[src/rtl/intc_8bit.sv]
`timescale 1ns/1ps
// intc_8bit: fixed-priority, edge-triggered interrupt controller with MASK/PENDING/STATUS/EOI port.
// Optional macro INTC_NESTED_EN lets a higher-priority source preempt the one in service.
module intc_8bit #(
    parameter int         NUM_SRC       = 4,
    parameter logic [7:0] VECTOR_BASE   = 8'hF0,
    parameter int         VECTOR_STRIDE = 4
) (
    input  logic               clk,
    input  logic               reset,
    input  logic [NUM_SRC-1:0] irq_in,
    input  logic               int_ack,
    output logic               interrupt,
    output logic [7:0]         vector,
    input  logic               cfg_we,
    input  logic [1:0]         cfg_addr,
    input  logic [7:0]         cfg_wdata,
    output logic [7:0]         cfg_rdata
);

    // IDLE: nothing raised | ACK_WAIT: interrupt held until ack | SERVICE: handler running, waits EOI
    localparam logic [1:0] IDLE     = 2'd0;
    localparam logic [1:0] ACK_WAIT = 2'd1;
    localparam logic [1:0] SERVICE  = 2'd2;

    logic [NUM_SRC-1:0] sync1_q, sync2_q, prev_q;
    logic [NUM_SRC-1:0] pending_q, pending_d;
    logic [NUM_SRC-1:0] insvc_q, insvc_d;
    logic [7:0]         mask_q, mask_d;
    logic [1:0]         state_q, state_d;
    logic [2:0]         cur_id_q, cur_id_d;
    logic               interrupt_q;

    logic [NUM_SRC-1:0] edge_det, eligible, pend_clr, cur_oh;
    logic               win_any, eoi;
    logic [2:0]         win_id;
    logic [7:0]         vec_calc;
`ifdef INTC_NESTED_EN
    logic               ins_any, rem_any;
    logic [2:0]         ins_id, rem_id;
`endif

    // Returns {found, index} of the lowest set bit.
    function automatic logic [3:0] find_low(input logic [NUM_SRC-1:0] v);
        logic [3:0] r;
        r = '0;
        for (int i = NUM_SRC - 1; i >= 0; i--) begin
            if (v[i]) r = {1'b1, 3'(i)};
        end
        return r;
    endfunction

    always_comb begin
        edge_det          = sync2_q & ~prev_q;
        eligible          = pending_q & ~mask_q[NUM_SRC-1:0];
        {win_any, win_id} = find_low(eligible);
        cur_oh            = NUM_SRC'(1) << cur_id_q;
        eoi               = cfg_we && (cfg_addr == 2'd3);
`ifdef INTC_NESTED_EN
        {ins_any, ins_id} = find_low(insvc_q);
        {rem_any, rem_id} = find_low(insvc_q & (insvc_q - NUM_SRC'(1)));
`endif
    end

    always_comb begin
        state_d  = state_q;
        cur_id_d = cur_id_q;
        insvc_d  = insvc_q;
        mask_d   = mask_q;
        pend_clr = '0;
        if (cfg_we && cfg_addr == 2'd0) mask_d = cfg_wdata;
        if (cfg_we && cfg_addr == 2'd1) pend_clr = cfg_wdata[NUM_SRC-1:0];
        case (state_q)
            IDLE: begin
                if (win_any) begin
                    state_d  = ACK_WAIT;
                    cur_id_d = win_id;
                end
            end
            ACK_WAIT: begin
                if (int_ack) begin
                    pend_clr = pend_clr | cur_oh;
                    insvc_d  = insvc_q | cur_oh;
                    state_d  = SERVICE;
                end
            end
            SERVICE: begin
`ifdef INTC_NESTED_EN
                if (eoi) begin
                    insvc_d = insvc_q & (insvc_q - NUM_SRC'(1));
                    if (rem_any) cur_id_d = rem_id;
                    else         state_d  = IDLE;
                end else if (win_any && (!ins_any || win_id < ins_id)) begin
                    state_d  = ACK_WAIT;
                    cur_id_d = win_id;
                end
`else
                if (eoi) begin
                    insvc_d = insvc_q & ~cur_oh;
                    state_d = IDLE;
                end
`endif
            end
            default: state_d = IDLE;
        endcase
        // A fresh edge beats any clear landing in the same cycle.
        pending_d = (pending_q & ~pend_clr) | edge_det;
    end

    always_ff @(posedge clk or negedge reset) begin
        if (!reset) begin
            sync1_q     <= '0;
            sync2_q     <= '0;
            prev_q      <= '0;
            pending_q   <= '0;
            insvc_q     <= '0;
            mask_q      <= 8'hFF;
            state_q     <= IDLE;
            cur_id_q    <= 3'd0;
            interrupt_q <= 1'b0;
        end else begin
            sync1_q     <= irq_in;
            sync2_q     <= sync1_q;
            prev_q      <= sync2_q;
            pending_q   <= pending_d;
            insvc_q     <= insvc_d;
            mask_q      <= mask_d;
            state_q     <= state_d;
            cur_id_q    <= cur_id_d;
            interrupt_q <= (state_d == ACK_WAIT);
        end
    end

    assign vec_calc  = 8'(32'(VECTOR_BASE) + 32'(cur_id_q) * VECTOR_STRIDE);
    assign interrupt = interrupt_q;
    assign vector    = (state_q == ACK_WAIT || state_q == SERVICE) ? vec_calc : 8'h00;

    always_comb begin
        cfg_rdata = 8'h00;
        case (cfg_addr)
            2'd0:    cfg_rdata = mask_q;
            2'd1:    cfg_rdata = 8'(pending_q);
            2'd2:    cfg_rdata = {state_q, 1'b0, |insvc_q, 1'b0, cur_id_q};
            default: cfg_rdata = 8'h00;
        endcase
    end

endmodule

[config.mk]
export PLATFORM = sky130hd
export DESIGN_NAME = intc_8bit
export DESIGN_NICKNAME = d
export VERILOG_FILES = /design/src/rtl/intc_8bit.sv
export SDC_FILE = /design/constraint.sdc
export NUM_CORES = 1
export LEC_CHECK = 0
export ABC_AREA = 1
export BUFFER_PORTS_ARGS = -buffer_cell sky130_fd_sc_hd__buf_2
export CAP_MARGIN = 20
export CORE_ASPECT_RATIO = 0.9
export CORE_UTILIZATION = 43
export DETAILED_ROUTE_END_ITERATION = 7
export PLACE_DENSITY = 0.72
export SLEW_MARGIN = 20
export SYNTH_ARGS = -nofsm -noshare
export SYNTH_HDL_FRONTEND = slang
export SYNTH_SLANG_ARGS = --single-unit
[constraint.sdc]
create_clock -name clk -period 2.6 [get_ports clk]
set_input_delay 0.52 -clock clk [delete_from_list [all_inputs] [get_ports clk]]
set_output_delay 0.52 -clock clk [all_outputs]
set_load 0.02 [all_outputs]
==> flow_summary.toml <==
[timing]
fin_crit_ps = 1970
finalHoldViolCount = 0
drv_slew = 0
whs_ps = 270
fin_setup_tns_ps = 0
rsz0062_at_grt = "false"
final_min_period_over_clock_period_pct = 76.0
clock_skew_ps = 4.49
worstMarginPinSlew_ps = 693
setup_slack_ps = 625
relSlewSlack_pct = 53.8
fmax_ghz = 0.506
setup_viol = 0

[power_and_ir_drop]
p_sw_mw = 0.782
combPwrFrac_pct = 42.1
power_frac_seq_pct = 38.8
power_per_cell_area_nw_per_um2 = 1060
swShare_pct = 41.2
total_power_mw = 1.90
p_int_mw = 1.11
p_clk_share_pct = 19.1
leakage_nw = 0.977
irDropWorstVdd_v = 0.000466

[layout]
multi_input_area_um2 = 529
regArea_um2 = 836
drive_above_1_share_pct = 26.6
fill_cells = 323
syn_to_final_growth_pct = 16.8
nets = 228
n_antenna_cell = 0

[cts]
cts_max_path_buffers = 2
clkSinkCount = 33
cts-htree-levels = 2
cts_buffers = 5
cts_resized = 0
clock_latency_ps = 290
clk_pin_slew_worst_paths_ps = 60
cts_tree = "done"
cts_root_buf = "clkbuf_8"
post_cts_buffers = 0
ctsHoldBuffers = 0

[global_routing]
grt_usage_pct = 17.1
antenna_found_initial = 0
overflow = 0
grt_pass1_wl_mm = 4.66
grt_pass1_vias = 1114
grt_max_degree = 34

[critical_path]
end_kind = "output port"
crit_start = "state_q[1]"
reg2reg_slack_ps = 1150
worstReg2RegStart = "state_q[0]"
worst_ep_required_time_ps = 2080
r2r_cells = 6
crit_type = "flop to output port"
crit_arrival_ps = 1450
worstPathMaxFanout = 6
startpoint_type = "flop"
cp-endpoint = "vector[2]"

[synth]
synthCells = 172
avgSynthCellArea_um2 = 8.87
ys_seq_area_share_pct = 54.8
synth.distinct_cells = 23
synthArstFlopShare_pct = 100
yosysWarnings = 0
ys.flop_type = "dfrtp_1"
synth_area_um2 = 1530
ys_top_cells_by_count = "nand2_1, inv_1, dfrtp_1, nor2_1, o21ai_0"
postSynthRegisterBits = 33
synthTopCellsByArea = "dfrtp_1, dfstp_2, nand2_1"
yosysTopAreaCell = "dfrtp_1"
synth_top_cell_area_share_pct = 41.0
synth.most_common_cell = "nand2_1"
synth_edf_count = 0

[place]
gp_congestion = 0.854
dp_hpwl_mm = 2.18
io_buffers = 32
place_ws_ps = 667

[detailed_routing]
drtAntennaViolNets = 0
avgViaCountPerCell = 4.83
routedWlPerCell_um = 11.4
vias = 1212
drt_pass1_iterations = 4
dr.first_iter.drc_count = 76
drcViolationCount = 0
wl_mm = 2.86

[die]
dieArea_um2 = 3790
core-area_um2 = 3380
die_w_um = 64.8
initial_core_util_pct = 45.2
dieHeight_um = 58.5
io_pins = 35
rows = 20

[job]
cap_violations = 0

[status]
status = "finished clean"

[hold_path]
hp-class = "input port to async pin"
-- worst min path at each step --
stage                     from            to  slack, ps  cells past startpoint
floorplan                reset     async pin        220                      0
global placement    sync1_q[3]    sync2_q[3]        330                      0
CTS                      reset  pending_q[3]        300                      1
finish                   reset    state_q[1]        270                      1
detailed placement  sync1_q[3]    sync2_q[3]        340                      0
global route         irq_in[3]    sync1_q[3]        320                      1
-- cell type report --
class / instances / share of cell area, %
sequential: 33 / 46.9
multi-input combinational: 102 / 29.7
timing repair buffer: 32 / 8.98
inverter: 32 / 6.74
clock buffer: 6 / 4.07
tap: 44 / 3.09
clock inverter: 2 / 0.561
-- placed cells by master, fill, tap and decap left out --
cell type and count:
clkinv_2 2, nor2_2 1, buf_2 32, clkbuf_8 5
clkbuf_1 1, nand3_1 7, a21oi_1 7, o22ai_1 3
mux2_2 3, conb_1 2, or2_1 1, nor2_4 1
o21ai_1 7, nor3_1 1, nor4_1 1, or2_2 1
ha_1 4, nand4_1 4, dfrtp_1 25, o221ai_1 2
dfstp_2 8, inv_1 32, o21ai_0 9, nor2_1 10
nand2_1 36, nand2_2 2
-- layer usage --
| metal | part of all wire, % | vias up | GRT usage [%] | wire (um) |
|---|---|---|---|---|
| met2 | 48 | 32 | 27.8 | 1390 |
| met3 | 5.7 | 7 | 5.62 | 164 |
| met4 | 2.3 | 0 | 10.5 | 65 |
| li1 | - | 606 | - | - |
| met1 | 43 | 567 | 19.5 | 1240 |
| met5 | 0 | - | 0 | 0 |
-- stage by stage --
step | cell area (um2) | util, % | std cells
after detailed placement | 1700 | 50.3 | 243
after global placement | 1700 | 50.3 | 243
after global routing | 1780 | 52.8 | 251
after floorplan | 1530 | - | 173
after CTS | 1780 | 52.8 | 251
final | 1780 | 52.8 | 251
-- cell families (layout without fill, tap and decap cells) --
kind of cell	count (synthesis)	count (layout)	synth area share, %
mux	3	3	2.21
buf+inv	38	72	10.8
simple gates	65	65	18.8
compound gates	28	28	9.92
other cells	1	2	0.246
flops	33	33	54.8
fa+ha+maj	4	4	3.28
-- critical path, stage by stage (launching register included) --
cell and delay (ps):
dfrtp_1 410, inv_1 120, ha_1 370, nand2_1 70, inv_1 50, buf_2 150
-- power groups by stage --
stage / logic (mW) / clock network, mW / registers [mW]
floorplan: 0.645 / 0 / 0.732
global placement: 0.786 / 0 / 0.746
detailed placement: 0.798 / 0 / 0.745
CTS: 0.804 / 0.377 / 0.736
global route: 0.899 / 0.395 / 0.750
finish: 0.799 / 0.362 / 0.735
No activity file was read; power rests on OpenSTA's default activity.
